### src/rtl/power_sequencer.sv
`default_nettype none
// ============================================================================
// Module   : power_sequencer
// Purpose  : Multi-cycle unsigned power unit. Computes base^exp (8-bit result)
//            by repeated shift-and-add multiplication, one multiplier bit per
//            cycle. The unit has no adder of its own: it drives an external
//            8-bit adder (add_a/add_b/add_op) and consumes its combinational
//            sum (add_s) in the same cycle.
// Ports    : clk, rst_n          - clock, asynchronous active-low reset
//            start, base, exp    - request and operands (sampled in IDLE)
//            add_a, add_b, add_op- adder drive (zero outside MUL, op = add)
//            add_s               - adder sum, same cycle
//            busy, done          - MUL-state flag, one-cycle completion pulse
//            result, overflow    - final value and sticky overflow, held
//                                  until the next accepted start
// Revision : 1.0 - initial release
// ============================================================================
module power_sequencer #(
    parameter int EXP_W = 4
) (
    input  logic             clk,
    input  logic             rst_n,
    input  logic             start,
    input  logic [7:0]       base,
    input  logic [EXP_W-1:0] exp,
    output logic [7:0]       add_a,
    output logic [7:0]       add_b,
    output logic             add_op,
    input  logic [7:0]       add_s,
    output logic             busy,
    output logic             done,
    output logic [7:0]       result,
    output logic             overflow
);

    localparam logic [1:0]       c_ST_IDLE = 2'd0;
    localparam logic [1:0]       c_ST_MUL  = 2'd1;
    localparam logic [1:0]       c_ST_DONE = 2'd2;
    localparam logic [EXP_W-1:0] c_REM_ONE = {{(EXP_W-1){1'b0}}, 1'b1};
    localparam logic [EXP_W-1:0] c_EXP_ZERO = '0;

    logic [1:0]       state_q, state_d;
    logic [7:0]       b_q;        // multiplier: bits walked LSB first
    logic [7:0]       cur_q;      // current power (mod 256)
    logic [7:0]       acc_q;      // partial product of cur_q * b_q
    logic [2:0]       k_q;        // bit-step index within one multiply
    logic [EXP_W-1:0] rem_q;      // multiplies still to perform
    logic             ovf_q;      // sticky overflow for the running operation
    logic [7:0]       result_q;
    logic             ovf_out_q;

    // Full-width shift so bits pushed past bit 7 can be detected as truncation.
    logic [15:0] w_shift;
    logic        w_bit;
    logic [7:0]  w_term;
    logic        w_step_ovf;
    logic        w_ovf_next;
    logic        w_last_step;
    logic        w_last_mul;

    always_comb begin
        w_shift     = {8'h00, cur_q} << k_q;
        w_bit       = b_q[k_q];
        w_term      = w_bit ? w_shift[7:0] : 8'h00;
        // An added term overflows if shifted bits were lost or the sum wrapped.
        w_step_ovf  = w_bit && ((w_shift[15:8] != 8'h00) || (add_s < add_a));
        w_ovf_next  = ovf_q | w_step_ovf;
        w_last_step = (k_q == 3'd7);
        w_last_mul  = w_last_step && (rem_q == c_REM_ONE);
    end

    // ---------------- state register ----------------
    always_ff @(posedge clk or negedge rst_n) begin
        if (!rst_n) begin
            state_q <= c_ST_IDLE;
        end else begin
            state_q <= state_d;
        end
    end

    // ---------------- next-state logic ----------------
    always_comb begin
        state_d = state_q;
        case (state_q)
            c_ST_IDLE: begin
                if (start) begin
                    state_d = (exp == c_EXP_ZERO) ? c_ST_DONE : c_ST_MUL;
                end
            end
            c_ST_MUL: begin
                if (w_last_mul) begin
                    state_d = c_ST_DONE;
                end
            end
            c_ST_DONE: state_d = c_ST_IDLE;
            default:   state_d = c_ST_IDLE;
        endcase
    end

    // ---------------- output logic ----------------
    always_comb begin
        busy   = 1'b0;
        done   = 1'b0;
        add_a  = 8'h00;
        add_b  = 8'h00;
        add_op = 1'b0;
        case (state_q)
            c_ST_MUL: begin
                busy  = 1'b1;
                add_a = acc_q;
                add_b = w_term;
            end
            c_ST_DONE: done = 1'b1;
            default: ;
        endcase
    end

    assign result   = result_q;
    assign overflow = ovf_out_q;

    // ---------------- datapath registers ----------------
    always_ff @(posedge clk or negedge rst_n) begin
        if (!rst_n) begin
            b_q       <= 8'h00;
            cur_q     <= 8'h00;
            acc_q     <= 8'h00;
            k_q       <= 3'd0;
            rem_q     <= '0;
            ovf_q     <= 1'b0;
            result_q  <= 8'h00;
            ovf_out_q <= 1'b0;
        end else begin
            case (state_q)
                c_ST_IDLE: begin
                    if (start) begin
                        b_q   <= base;
                        cur_q <= 8'h01;
                        acc_q <= 8'h00;
                        k_q   <= 3'd0;
                        rem_q <= exp;
                        ovf_q <= 1'b0;
                        if (exp == c_EXP_ZERO) begin
                            result_q  <= 8'h01;
                            ovf_out_q <= 1'b0;
                        end
                    end
                end
                c_ST_MUL: begin
                    ovf_q <= w_ovf_next;
                    if (w_last_step) begin
                        // Final bit of this multiply: the sum is the new power.
                        cur_q <= add_s;
                        acc_q <= 8'h00;
                        k_q   <= 3'd0;
                        rem_q <= rem_q - c_REM_ONE;
                        if (rem_q == c_REM_ONE) begin
                            result_q  <= add_s;
                            ovf_out_q <= w_ovf_next;
                        end
                    end else begin
                        acc_q <= add_s;
                        k_q   <= k_q + 3'd1;
                    end
                end
                default: ;
            endcase
        end
    end

endmodule
`default_nettype wire

### config.mk
export PLATFORM = sky130hd
export DESIGN_NAME = power_sequencer
export DESIGN_NICKNAME = d
export VERILOG_FILES = /design/src/rtl/power_sequencer.sv
export SDC_FILE = /design/constraint.sdc
export NUM_CORES = 1
export LEC_CHECK = 0
export CAP_MARGIN = 10
export CORE_UTILIZATION = 45
export CTS_CLUSTER_DIAMETER = 40
export DETAILED_ROUTE_END_ITERATION = 6
export PLACE_DENSITY = 0.72
export SYNTH_ARGS = -nofsm -noshare
export SYNTH_HDL_FRONTEND = slang
export SYNTH_SLANG_ARGS = --single-unit
### constraint.sdc
create_clock -name clk -period 2.85 [get_ports clk]
set_clock_uncertainty 0.1 [all_clocks]
set_input_delay 0.285 -clock clk [delete_from_list [all_inputs] [get_ports clk]]
set_output_delay 0.285 -clock clk [all_outputs]
set_load 0.05 [all_outputs]
# Word-level counts from Yosys, hierarchy flattened
# Cells that the tools add are included.
# op_classes
eq_ne	9
n_reduce_logical	12
mux	35
n_shift	1
add_sub_neg	2
bitwise_logic	1
magnitude_cmp	2
# op_table
operator	count
$mux W8	11
$pmux W8 S2	3
$shl A8 B3 Y16	1
$ne A2 B2 Y1 const B	5
$lt A8 B8 Y1	1
$mux W1	8
$mux W4	2
$pmux W4 S2	1
$reduce_bool A8 Y1	1
$mux W2	3
$mux W3	2
$pmux W3 S2	1
$reduce_and A2 Y1	3
$reduce_and A5 Y1	1
$eq A4 B1 Y1 const B	1
$logic_not A4 Y1	1
$lt A3 B4 Y1 const B	1
$pmux W1 S2	2
$pmux W2 S2	1
$sub A4 B1 Y4 const B	1
$add A3 B1 Y3 const B	1
$bmux W1 S3	1
$eq A3 B3 Y1 const B	1
$reduce_and A3 Y1	1
7 further kinds	8
# totals
elab_cells	71
output_inout_bits	28
in_bits	23
reg_bits	43

# Depth between registers and ports, before layout
# Gate-level depths: netlist (run 1).
# depth
word_depth	9
ltp_mapped	11
depth_no_buf	9

# Worst setup path before layout (run 1)
# No wires, ideal clock.
# synth_path
path_type	reg-to-reg
startpoint	register state_q[0]
endpoint	register ovf_q
path_slack_ps	193
path_stages_with_launch	12
path_buffers	2
required_time_ps	2660
setup_ps	90
period_less_slack_ps	2657
arrival_time_ps	2467
path_cell_list	dfrtp_1 -> or2b_1 -> inv_1 -> buf_2 -> buf_2 -> nand2_1 -> ha_1 -> a21oi_1 -> nor2b_1 -> o311ai_1 -> nand2_1 -> o221ai_1
# synth_between
elab_chain_len	7
word_cells_on_any_way	11
classes_between	order compare (1); eq/ne (2); mux (2); bitwise (1); reduce/logical (5)
# synth_rtl
element	line_no	source
start: declaration	42	logic [1:0] state_q, state_d;
start signal: assignment	75	state_q <= c_ST_IDLE;
start signal: assignment	77	state_q <= state_d;
$eq A2 B1 Y1	107, 133	
$mux W8	107	case (state_q)
$lt A8 B8 Y1	66	w_step_ovf = w_bit && ((w_shift[15:8] != 8'h00) || (add_s < add_a));
$logic_or A1 B1 Y1	66	
$logic_and A1 B1 Y1	66	
$or A1 B1 Y1	67	w_ovf_next = ovf_q | w_step_ovf;
$pmux W1 S2	133	case (state_q)
end signal: assignment	149	ovf_q <= w_ovf_next;
end: declaration	48	logic ovf_q;
# Parallel ways exist; a longest one is shown, timed or not.
# A chain may end at the register's enable or synchronous reset.

# Final worst setup path (run 1)
# layout_path
startpoint	register state_q[0]
endpoint	output port add_b[6]
# layout_between
elab_chain_len	2
# layout_rtl
element	line_no	source
$eq A2 B1 Y1	107	
$mux W8	107	
end: declaration	27	output logic [7:0] add_b,
# No other way between the ends.

==> results of run 1 <==
==> per-layer routing <==
metal,share of wire (%),vias up
met5,0,-
met4,1.0,0
met3,4.6,5
met2,46,49
met1,49,942
li1,-,978
==> synthesized netlist by cell type, types with 2 or more instances <==
cell,instances
dfrtp_1,43
nand2_1,30
nor2_1,22
inv_1,20
o21ai_0,20
a22o_1,11
ha_1,11
mux2_2,11
nand3_1,10
a21oi_1,9
buf_2,6
mux2i_1,6
nor3_1,6
a211oi_1,4
clkbuf_1,4
mux4_2,4
nor2b_1,4
a31oi_1,3
and2_1,2
buf_1,2
buf_6,2
nand3b_1,2
o21a_1,2
o21bai_1,2
==> where the power goes <==
group / leakage (nW) / internal (mW) / switching (mW)
Sequential: 0.523 / 0.897 / 0.224
Combinational: 0.904 / 1.25 / 1.62
Clock: 0.0612 / 0.283 / 0.203
==> logic make-up after synthesis <==
family	after synthesis
DFF	43
buffers and inverters	35
AOI/OAI and AO/OA	58
and+or+nand+nor	86
other	1
muxes	21
adders and majority gates	11
==> path summary, 6_finish.rpt <==
kind                            depth (start not counted)  startpoint   endpoint  slack [ns]
max in group asynchronous                               1       rst_n  result[2]        2.05
worst max register to register                          9  state_q[0]      ovf_q        0.45
worst min-delay path                                    1       rst_n   cur_q[7]        0.02
min in group clk                                        1    acc_q[2]   acc_q[2]        0.41
worst max-delay path                                    7  state_q[0]   add_b[6]        0.21
worst min register to register                          1    acc_q[2]   acc_q[2]        0.41
==> per-stage QoR <==
| stage | std cells | util [%] | instance area [um^2] | worst slack [ns] | hold slack (ns) |
|---|---|---|---|---|---|
| floorplan | 255 | - | 2440 | 0.193 | -0.111 |
| global placement | 367 | 61.2 | 3160 | 0.459 | 0.386 |
| detailed placement | 367 | 61.2 | 3160 | 0.287 | 0.378 |
| CTS | 375 | 63.4 | 3280 | 0.0467 | 0.0530 |
| global route | 375 | 63.5 | 3290 | 0.0394 | 0.115 |
| finish | 375 | 63.5 | 3290 | 0.209 | 0.0177 |
==> worst register-to-register path: stages (launching register included) <==
cell and delay [ns]:
dfrtp_1 0.44, or2b_1 0.29, clkinvlp_4 0.23, nand2_1 0.13, ha_1 0.32, a21oi_1 0.15
nor2b_1 0.06, o311ai_1 0.31, nand2_1 0.10, o221ai_1 0.19
==> final cells by class <==
| type | count | area [um^2] | area share, % |
|---|---|---|---|
| repair buffers | 57 | 716 | 21.8 |
| clock buffers | 6 | 82.6 | 2.51 |
| clock inverters | 2 | 35.0 | 1.07 |
| flip-flops and latches | 43 | 1080 | 32.7 |
| inverters | 20 | 78.8 | 2.40 |
| well taps | 70 | 87.6 | 2.67 |
| multi-input cells | 177 | 1210 | 36.8 |
==> registers in the layout, summed over array words and instances, names as in the netlist <==
register / flops
overflow: 1
ovf_q: 1
cur_q: 8
b_q: 8
acc_q: 8
k_q: 3
result: 8
state_q: 2
rem_q: 4
==> flow_summary.ini, run 1 <==
[pwr]
peakVddDrop_mv = 0.774
power.leakage_nw = 1.49
p_per_area_nw_per_um2 = 1360
power_mw = 4.48

[worst_setup_path]
cp_slowest_cell = dfrtp_1
cp-start-kind = flip-flop
critPathMaxStageDelay_ns = 0.44
arrival_ns = 2.26
crit_type = flip-flop to output pin
worstPathCellList = or2b_1 -> clkinvlp_4 -> buf_4 -> nand3b_1 -> and2_1 -> nor2_1 -> buf_12
worstPathRequired_ns = 2.47
critPathMaxFanout = 17
critPathBufInv = 3
cp-end-kind = output pin
crit_family = simple AND/OR/NAND/NOR gates

[clock_network]
clock-sinks = 43
cts_tree = done
post_cts_buffers = 0
clock_latency_ns = 0.29
cts_hold_buf = 0
root_buffer = clkbuf_8
numCtsBuffers = 5
clock_path_buffers = 2
htreeDepth = 2
postCtsResizedCells = 0
clk_pin_slew_ns = 0.08

[global_route]
track_usage_pct = 20.4
busiest_layer = met2
grt_util_met2_pct = 32.0
grt_start_max_net_pins = 44
grt_overflow = 0
grt_util_met1_pct = 28.0
met3_usage_pct = 4.89
grt_pass1_wl_mm = 8.56
antenna_found_initial = 0
grt_pass1_vias = 1834

[layout]
layout.cells.most_common_list = dfrtp_1, clkdlybuf4s50_1, nand2_1, nor2_1, o21ai_0
fillers = 406
drive_above_1_share_pct = 18.0
mostFrequentLayoutCell = dfrtp_1
areaGrowthSynthToFinish_pct = 34.5
layout.nets = 338
diodes = 0

[synth]
synthFlopType = dfrtp_1
synth_compound_area_share_pct = 15.9
ys_seq_area_share_pct = 44.0
syn_inst = 255
synth-seq-cells = 43
syn_area_um2 = 2440
synth_top_family_by_area = simple AND/OR/NAND/NOR gates
synthArstFlopShare_pct = 100
synth_top_area_cell = dfrtp_1
synth_simple_gate_area_share_pct = 16.6
synth_top_area_share_pct = 44.0
avgSynthCellArea_um2 = 9.58
synth_adder_area_share_pct = 5.63
syn_nets = 289
synth_edf_count = 0
synth_area_leaders = dfrtp_1, ha_1, mux2_2
ys_types = 43
yosysWarnings = 0
synthXorXnorAreaFrac_pct = 0
synth.mux.area_fraction_pct = 11.2

[routing]
postRouteAntennaNets = 0
totalWireLength_mm = 5.28
dr.pass1.iters = 5
drt-initial-drc-count = 86
num_vias = 1974
routed_via_density = 5.26
wire_per_inst_um = 14.1
drc = 0

[floorplan]
dieArea_um2 = 5730
fp.dieW_um = 75.7
start_util_pct = 47.2
rows = 26
die_h_um = 75.7
core-area_um2 = 5170
io_pins = 51

[sta]
setup_viol = 0
drv_slew = 0
fmax_mhz = 379
fin_crit_sh_pct = 92.7
rsz0062_at_grt = no
period_needed_ns = 2.64
finalHoldViolCount = 0
slew_headroom_pct = 38.5
worstMarginPinSlew_ns = 0.923
setup_tns_ns = 0

[status]
status = completed

[run]
maxCapViolCount = 0

[min_path]
hold_path.class = input pin to asynchronous set/reset pin

[place]
portBuffers = 49
gp_congestion = 0.797
hpwl_mm = 3.99
No activity file was read; power rests on OpenSTA's default activity.
==> inputs of run 2 (changes only) <==
--- a/config.mk
+++ b/config.mk
@@ -9,7 +9,7 @@
 export CORE_UTILIZATION = 45
 export CTS_CLUSTER_DIAMETER = 40
 export DETAILED_ROUTE_END_ITERATION = 6
-export PLACE_DENSITY = 0.72
+export DONT_BUFFER_PORTS = 1
 export SYNTH_ARGS = -nofsm -noshare
 export SYNTH_HDL_FRONTEND = slang
 export SYNTH_SLANG_ARGS = --single-unit
==> flow_summary.ini, run 2 (synthesized netlist as in run 1, its figures left out) <==
[layout]
layout.nets = 306
drive_above_1_share_pct = 19.4
fillers = 450
mostFrequentLayoutCell = dfrtp_1
stdcell_area_um2 = 2870
diodes = 0
multi_input_area_um2 = 1210
layout.cells.most_common_list = dfrtp_1, nand2_1, nor2_1, inv_1, o21ai_0
seqCellArea_um2 = 1080
areaGrowthSynthToFinish_pct = 17.6

[worst_setup_path]
worstPathRequired_ns = 2.47
cp-start-kind = flip-flop
arrival_ns = 2.21
r2r_slack_ns = 0.47
cp-end-kind = output pin
crit_type = flip-flop to output pin
critPathMaxFanout = 11

[floorplan]
dieArea_um2 = 5730
core-area_um2 = 5170
fp.dieW_um = 75.7
die_h_um = 75.7
start_util_pct = 47.2
rows = 26
io_pins = 51

[routing]
dr.pass1.iters = 4
totalWireLength_mm = 5.20
routed_via_density = 5.41
drt-initial-drc-count = 77
drc = 0
postRouteAntennaNets = 0
wire_per_inst_um = 15.2
num_vias = 1855

[sta]
setup_tns_ns = 0
drv_slew = 0
worstMarginPinSlew_ns = 0.978
fin_crit_sh_pct = 90.9
period_needed_ns = 2.59
setup_viol = 0
slew_headroom_pct = 34.6
finalHoldViolCount = 0
fmax_mhz = 386
rsz0062_at_grt = no

[global_route]
track_usage_pct = 20.0
grt_overflow = 0
antenna_found_initial = 0
grt_start_max_net_pins = 44
grt_pass1_wl_mm = 8.34
grt_pass1_vias = 1725

[min_path]
hold_path.class = input pin to flip-flop

[clock_network]
numCtsBuffers = 5
clock_path_buffers = 2
clk_pin_slew_ns = 0.08
cts_tree = done
clock-sinks = 43
clock_latency_ns = 0.29
htreeDepth = 2
root_buffer = clkbuf_8

[place]
hpwl_mm = 3.83
portBuffers = 0
gp_congestion = 0.814
placed_area_um2 = 2730

[run]
maxCapViolCount = 0

[status]
status = completed
run 2: changes by cell type in the layout (fill, tap and decap cells not counted), sizes merged:
| cell | previous run | this run |
|---|---|---|
| clkdlybuf4s50 | 31 | 0 |
| buf | 26 | 24 |
| clkinvlp | 1 | 0 |
| dlygate4sd3 | 0 | 1 |
| inv | 19 | 20 |
run 2: final timing paths:
| check | startpoint | end | cells past startpoint |
|---|---|---|---|
| worst max-delay path | state_q[0] | add_b[7] | 6 |
| worst min-delay path | add_s[7] | acc_q[7] | 1 |
| worst max register to register | state_q[0] | ovf_q | 9 |
| worst min register to register | b_q[7] | b_q[7] | 1 |
| max in group asynchronous | rst_n | state_q[0] | 2 |
| min in group asynchronous | rst_n | result[6] | 2 |
run 2: area by class of cell:
type | instances | area share [%]
Multi-Input combinational cell | 177 | 42.3
Sequential cell | 43 | 37.4
Timing Repair Buffer | 25 | 10.5
Tap cell | 70 | 3.05
Clock buffer | 6 | 2.87
Inverter | 20 | 2.61
Clock inverter | 2 | 1.22
run 2: timing repair:
| item | CTS | global route |
|---|---|---|
| gates resized for setup | 0 | 0 |
| hold buffers | 2 | 0 |
| hold endpoints to repair | 43 | 0 |
| buffers inserted | 0 | 0 |
run 2: stage by stage:
stage	hold slack (ns)	utilization, %	setup WS [ns]	cells
floorplan	-0.111	-	0.193	255
global placement	-0.110	52.7	0.534	333
detailed placement	-0.110	52.7	0.470	333
CTS	0.0114	55.6	0.248	343
global route	0.00184	55.6	0.0760	343
finish	0.0189	55.6	0.258	343
run 2: critical path, stage by stage (launching register included):
cell	delay, ns
dfrtp_1	0.44
or2b_1	0.26
inv_1	0.29
nand3b_1	0.29
and2_1	0.29
nor2_1	0.13
buf_4	0.20
run 2: layer usage:
metal	part of all wire, %	track usage, %	vias up
met5	0	0	-
met4	1.3	6.79	0
met3	5.0	4.63	6
li1	-	-	922
met1	49	27.8	881
met2	45	31.1	46
Power of run 2 is left out: the tool's default activity adds up to more than one toggle a clock period on the data nets, which glitch-free logic cannot reach.
==> variant 1: new RTL, flow settings as in run 2 <==
Reset style: synchronous (`rst_n`), changed in 2 clocked blocks. Comments in the files are not updated.
--- a/src/rtl/power_sequencer.sv
+++ b/src/rtl/power_sequencer.sv
@@ -70,7 +70,7 @@
     end
 
     // ---------------- state register ----------------
-    always_ff @(posedge clk or negedge rst_n) begin
+    always_ff @(posedge clk) begin
         if (!rst_n) begin
             state_q <= c_ST_IDLE;
         end else begin
@@ -119,7 +119,7 @@
     assign overflow = ovf_out_q;
 
     // ---------------- datapath registers ----------------
-    always_ff @(posedge clk or negedge rst_n) begin
+    always_ff @(posedge clk) begin
         if (!rst_n) begin
             b_q       <= 8'h00;
             cur_q     <= 8'h00;
Check against the original RTL: differs if rst_n is asserted again (counterexample within 4 cycles, from zero or initial values and one cycle with rst_n low); with rst_n held inactive, the same outputs for 10 cycles.
==> variant 1 against run 2 <==
Sequential cell count unchanged. Worst setup slack worse by 0.036 ns. Count of clock-buffer cells in the layout down 1. Area after synthesis down 5.2%. Non-clock buffer count down 8. Core utilization down 2.9 points. Wire length up 7.6%. Critical path depth up 1. Final area down 11%. Largest cell class unchanged.
==> variant 1: results (changes against run 2) <==
number of instances on the worst hold path 2 (was 1); min-delay src add_s[3] (was add_s[7]); net count after synthesis 313 (was 289); Detail Placement HPWL 4.16 mm (was 3.83 mm); multiplexer fraction of the synthesized cell area 11.6% (was 11.2%); maximum cell stage delay along the critical path 0.46 ns (was 0.44 ns); Setup crit start state_q[0]$_SDFFE_PN0P_ (was state_q[0]$_DFFE_PN0P_); largest net degree at the start of global routing 29 (was 44); Seq/Total Area, Yosys 37.1% (was 44.0%); critical path fanouts, max 24 (was 11); fin nets 320 (was 306); launch point of the worst reg-to-reg path state_q[1]$_SDFFE_PN0P_ (was state_q[0]$_DFFE_PN0P_); post-synthesis compound-gate area fraction 16.4% (was 15.9%); worst-case reg-to-reg path depth 8 (was 9); routed len/inst 15.9 µm (was 15.2 µm); placer congestion estimate 0.849 (was 0.814); GRT Overall Usage 22.3% (was 20.0%); result of the run complete, no violations (unchanged); wire length of the first global-routing pass 9.18 mm (was 8.34 mm); relative slew slack 39.4% (was 34.6%); vias in the first global route 1878 (was 1725); Filler Cells Inserted 481 (was 450); cell type of the slowest stage on the worst timing path sky130_fd_sc_hd__dfxtp_1 (was sky130_fd_sc_hd__dfrtp_1); most area-hungry cell type in the Yosys netlist sky130_fd_sc_hd__dfxtp_1 (was sky130_fd_sc_hd__dfrtp_1); share of layout cells above drive strength 1 11.9% (was 19.4%)
==> variant 1: cell count changes in the layout (fill, tap and decap cells not counted), sizes merged, moves of 13 or more <==
cell,delta
nor2,+17
dfrtp,-43
mux2i,+14
o21ai,-13
dfxtp,+43
==> variant 1: worst paths after layout <==
check                           to  slack, ns
max                       add_b[7]       0.22
min          cur_q[3]$_SDFFE_PN0P_       0.03
max reg2reg     ovf_q$_SDFFE_PN0P_       0.49
min reg2reg  cur_q[3]$_SDFFE_PN0P_       0.38
==> variant 1: metrics by stage <==
step | area [µm²] | hold WS (ns) | instances | setup slack (ns)
2_1_floorplan | 2320 | 0.320 | 279 | 0.202
3_3_place_gp | 2440 | 0.333 | 346 | 0.487
3_5_place_dp | 2440 | 0.338 | 346 | 0.402
4_1_cts | 2550 | 0.0251 | 353 | 0.0760
5_1_grt | 2550 | 0.0273 | 353 | 0.0688
6_report | 2550 | 0.0323 | 353 | 0.222
==> variant 1: power groups by stage <==
stage / Combinational, mW / Sequential [mW] / Clock, mW
after global placement: 0.257 / 0.686 / 0
final: 0.262 / 0.673 / 0.466
after CTS: 0.260 / 0.673 / 0.475
after floorplan: 0.213 / 0.677 / 0
after detailed placement: 0.259 / 0.687 / 0
after global routing: 0.292 / 0.678 / 0.492
==> variant 1: cells by family (layout without fill, tap and decap cells) <==
group | after synthesis | in the layout
muxes | 23 | 23
other | 1 | 1
adders and majority gates | 11 | 11
DFF | 43 | 43
and+or+nand+nor | 113 | 113
AOI/OAI and AO/OA | 57 | 57
buffers and inverters | 31 | 38
==> variant 1: area by class of cell <==
type                    count  share of cell area [%]
flip-flops and latches     43                    33.7
inverters                  14                    2.11
well taps                  67                    3.28
clock buffers               5                    2.70
clock inverters             2                    1.47
repair buffers             17                    5.15
multi-input cells         205                    51.6
==> variant 1: routing by layer <==
layer,routed length (µm),vias to the layer above,track usage [%],part of all wire (%)
met2,2490,69,33.6,44
met5,0,-,0,0
met4,142,0,9.19,2.5
met1,2630,900,30.5,47
met3,330,15,5.08,5.9
li1,-,987,-,-
==> variant 1: repair_timing <==
| action | CTS | global route |
|---|---|---|
| hold buffers | 0 | 0 |
| hold endpoints to repair | 0 | 0 |
| resized for setup | 0 | 2 |
| setup endpoints to repair | 0 | 4 |
==> variant 2: new RTL, flow settings as in run 2 <==
Without the edit above. Change the parameter `EXP_W` from 4 to 5.
--- a/src/rtl/power_sequencer.sv
+++ b/src/rtl/power_sequencer.sv
@@ -16,7 +16,7 @@
 // Revision : 1.0 - initial release
 // ============================================================================
 module power_sequencer #(
-    parameter int EXP_W = 4
+    parameter int EXP_W = 5
 ) (
     input  logic             clk,
     input  logic             rst_n,
Interface: changed (resized exp); port bits go from 51 to 52. No check against the original RTL was run, so the function may have changed too.
==> variant 2 against run 2 <==
Non-clock buffer count grew 4. Final area shrank 0.35%. Sequential share of layout area grew 1.0 points. Area after synthesis grew 2.0%. Wire length grew 6.1%. Count of clock-buffer cells in the layout shrank 1. Global-route usage grew 0.55 points. Sequential cell count grew 1. Worst setup slack gained 0.11 ns. Cell count grew 0.87%. Highest routed layer unchanged.
==> variant 2: results (changes against run 2) <==
via count 1896 (was 1855); Tmin final 2.49 ns (was 2.59 ns); total detailed-routing wirelength 5.52 mm (was 5.20 mm); fin nets 310 (was 306); GRT Overall Usage 20.6% (was 20.0%); post-synthesis async set-or-reset flop share 100% (unchanged); initial antenna violation count 0 (unchanged); placer congestion estimate 0.798 (was 0.814); Seq/Total Area, Yosys 44.2% (was 44.0%); Detail Placement HPWL 4.13 mm (was 3.83 mm); TritonRoute pass-1 iters 4 (unchanged); clock input transition at the sequential cells of the worst setup and hold paths 0.09 ns; CP startpoint kind register (unchanged); post-placement setup slack 0.432 ns (was 0.470 ns); arrival time reported for the critical path endpoint 2.10 ns (was 2.21 ns); worst-case reg-to-reg path depth 9 (unchanged); leading post-synthesis cells by cell area sky130_fd_sc_hd__dfrtp_1, sky130_fd_sc_hd__nand2_1, sky130_fd_sc_hd__ha_1, sky130_fd_sc_hd__mux2_2, sky130_fd_sc_hd__o21ai_0 (was sky130_fd_sc_hd__dfrtp_1, sky130_fd_sc_hd__ha_1, sky130_fd_sc_hd__mux2_2, sky130_fd_sc_hd__nand2_1, sky130_fd_sc_hd__o21ai_0); timing endpoint of the critical path add_b[5] (was add_b[7]); share of layout cells above drive strength 1 19.9% (was 19.4%); setup slack of the most critical reg-to-reg path 0.39 ns (was 0.47 ns); result of the run complete, no violations (unchanged); cell types with the highest counts after synthesis sky130_fd_sc_hd__dfrtp_1, sky130_fd_sc_hd__nand2_1, sky130_fd_sc_hd__nor2_1 (unchanged); number of distinct standard cells referenced by the synthesized netlist 46 (was 43); critical path fanouts, max 15 (was 11); H-tree levels 2 (unchanged); min-delay src add_s[0] (was add_s[7]); count of placed standard cells including taps 335 (was 333); largest net degree at the start of global routing 45 (was 44); vias in the first global route 1836 (was 1725); launch point of the worst reg-to-reg path state_q[1]$_DFFE_PN0P_ (was state_q[0]$_DFFE_PN0P_); count of routing violations after the opening detailed-route iteration 118 (was 77); wire length of the first global-routing pass 9.38 mm (was 8.34 mm); end of the worst register-to-register path overflow$_DFFE_PN0P_ (was ovf_q$_DFFE_PN0P_); worst vdd rail ir drop 0.436 mV; number of cells produced by synthesis 256 (was 255); Slew @ Worst Pin 0.958 ns (was 0.978 ns); Root Buffer Master sky130_fd_sc_hd__clkbuf_8 (unchanged); standard cell area after detailed placement 0.00270 mm² (was 0.00273 mm²); net count after synthesis 291 (was 289); via count normalized by instance count 5.48 (was 5.41)
-- variant 2: cell count changes in the layout (fill, tap and decap cells not counted), sizes merged, moves of 2 or more --
cell | before | now
a31oi | 3 | 1
inv | 20 | 14
a211oi | 5 | 2
a21oi | 10 | 13
nor2 | 23 | 21
or3b | 2 | 0
buf | 24 | 27
nand2b | 0 | 2
nand2 | 30 | 38
o311ai | 1 | 3
nand3 | 10 | 3
-- variant 2: critical path, cell delays in order (launching register included) --
cell                       delay, ns
sky130_fd_sc_hd__dfrtp_1        0.38
sky130_fd_sc_hd__nand2b_1       0.16
sky130_fd_sc_hd__inv_1          0.34
sky130_fd_sc_hd__buf_4          0.26
sky130_fd_sc_hd__nand3_1        0.11
sky130_fd_sc_hd__and2_1         0.22
sky130_fd_sc_hd__nor2_1         0.12
sky130_fd_sc_hd__buf_4          0.21
-- variant 2: how the worst min path moves through the flow --
stage,end,slack [ns],cells past startpoint
4_1_cts,acc_q[1]$_DFFE_PN0P_,0.003,1
3_3_place_gp,acc_q[4]$_DFFE_PN0P_,-0.11,0
5_1_grt,acc_q[0]$_DFFE_PN0P_,0.003,1
2_1_floorplan,acc_q[0]$_DFFE_PN0P_,-0.11,0
6_report,acc_q[0]$_DFFE_PN0P_,0.01,1
3_5_place_dp,acc_q[4]$_DFFE_PN0P_,-0.11,0
-- variant 2: layout make-up --
type,count,area [µm²]
tap,70,87.6
clock buffer,5,68.8
multi-input combinational,182,1270
clock inverter,3,46.3
fill,498,2340
timing repair buffer,29,243
inverter,13,48.8
sequential,44,1100
-- variant 2: repair_timing --
action,in CTS,in global routing
endpoints found under the setup margin,0,0
hold buffers,2,1
setup buffers,0,0
endpoints found under the hold margin,44,1
gates resized for setup,0,0
-- variant 2: power by group through the flow --
stage	sequential (mW)	clock (mW)	combinational, mW
6_report	1.22	0.489	1.47
5_1_grt	1.27	0.529	1.64
4_1_cts	1.22	0.499	1.48
3_5_place_dp	1.23	0	1.46
3_3_place_gp	1.23	0	1.44
2_1_floorplan	1.13	0	1.22
-- variant 2: layer usage --
layer | up-vias | global-route usage [%] | share of wire [%]
met2 | 45 | 31.5 | 45
met3 | 5 | 4.79 | 4.7
met1 | 902 | 28.9 | 49
li1 | 944 | - | -
met5 | - | 0 | 0
met4 | 0 | 5.96 | 1.2
-- variant 2: cell families after synthesis --
group	share of synthesized area (%)
buffers and inverters	5.42
and+or+nand+nor	16.4
AOI/OAI and AO/OA	17.1
muxes	11.3
adders and majority gates	5.52
DFF	44.2
other	0.150
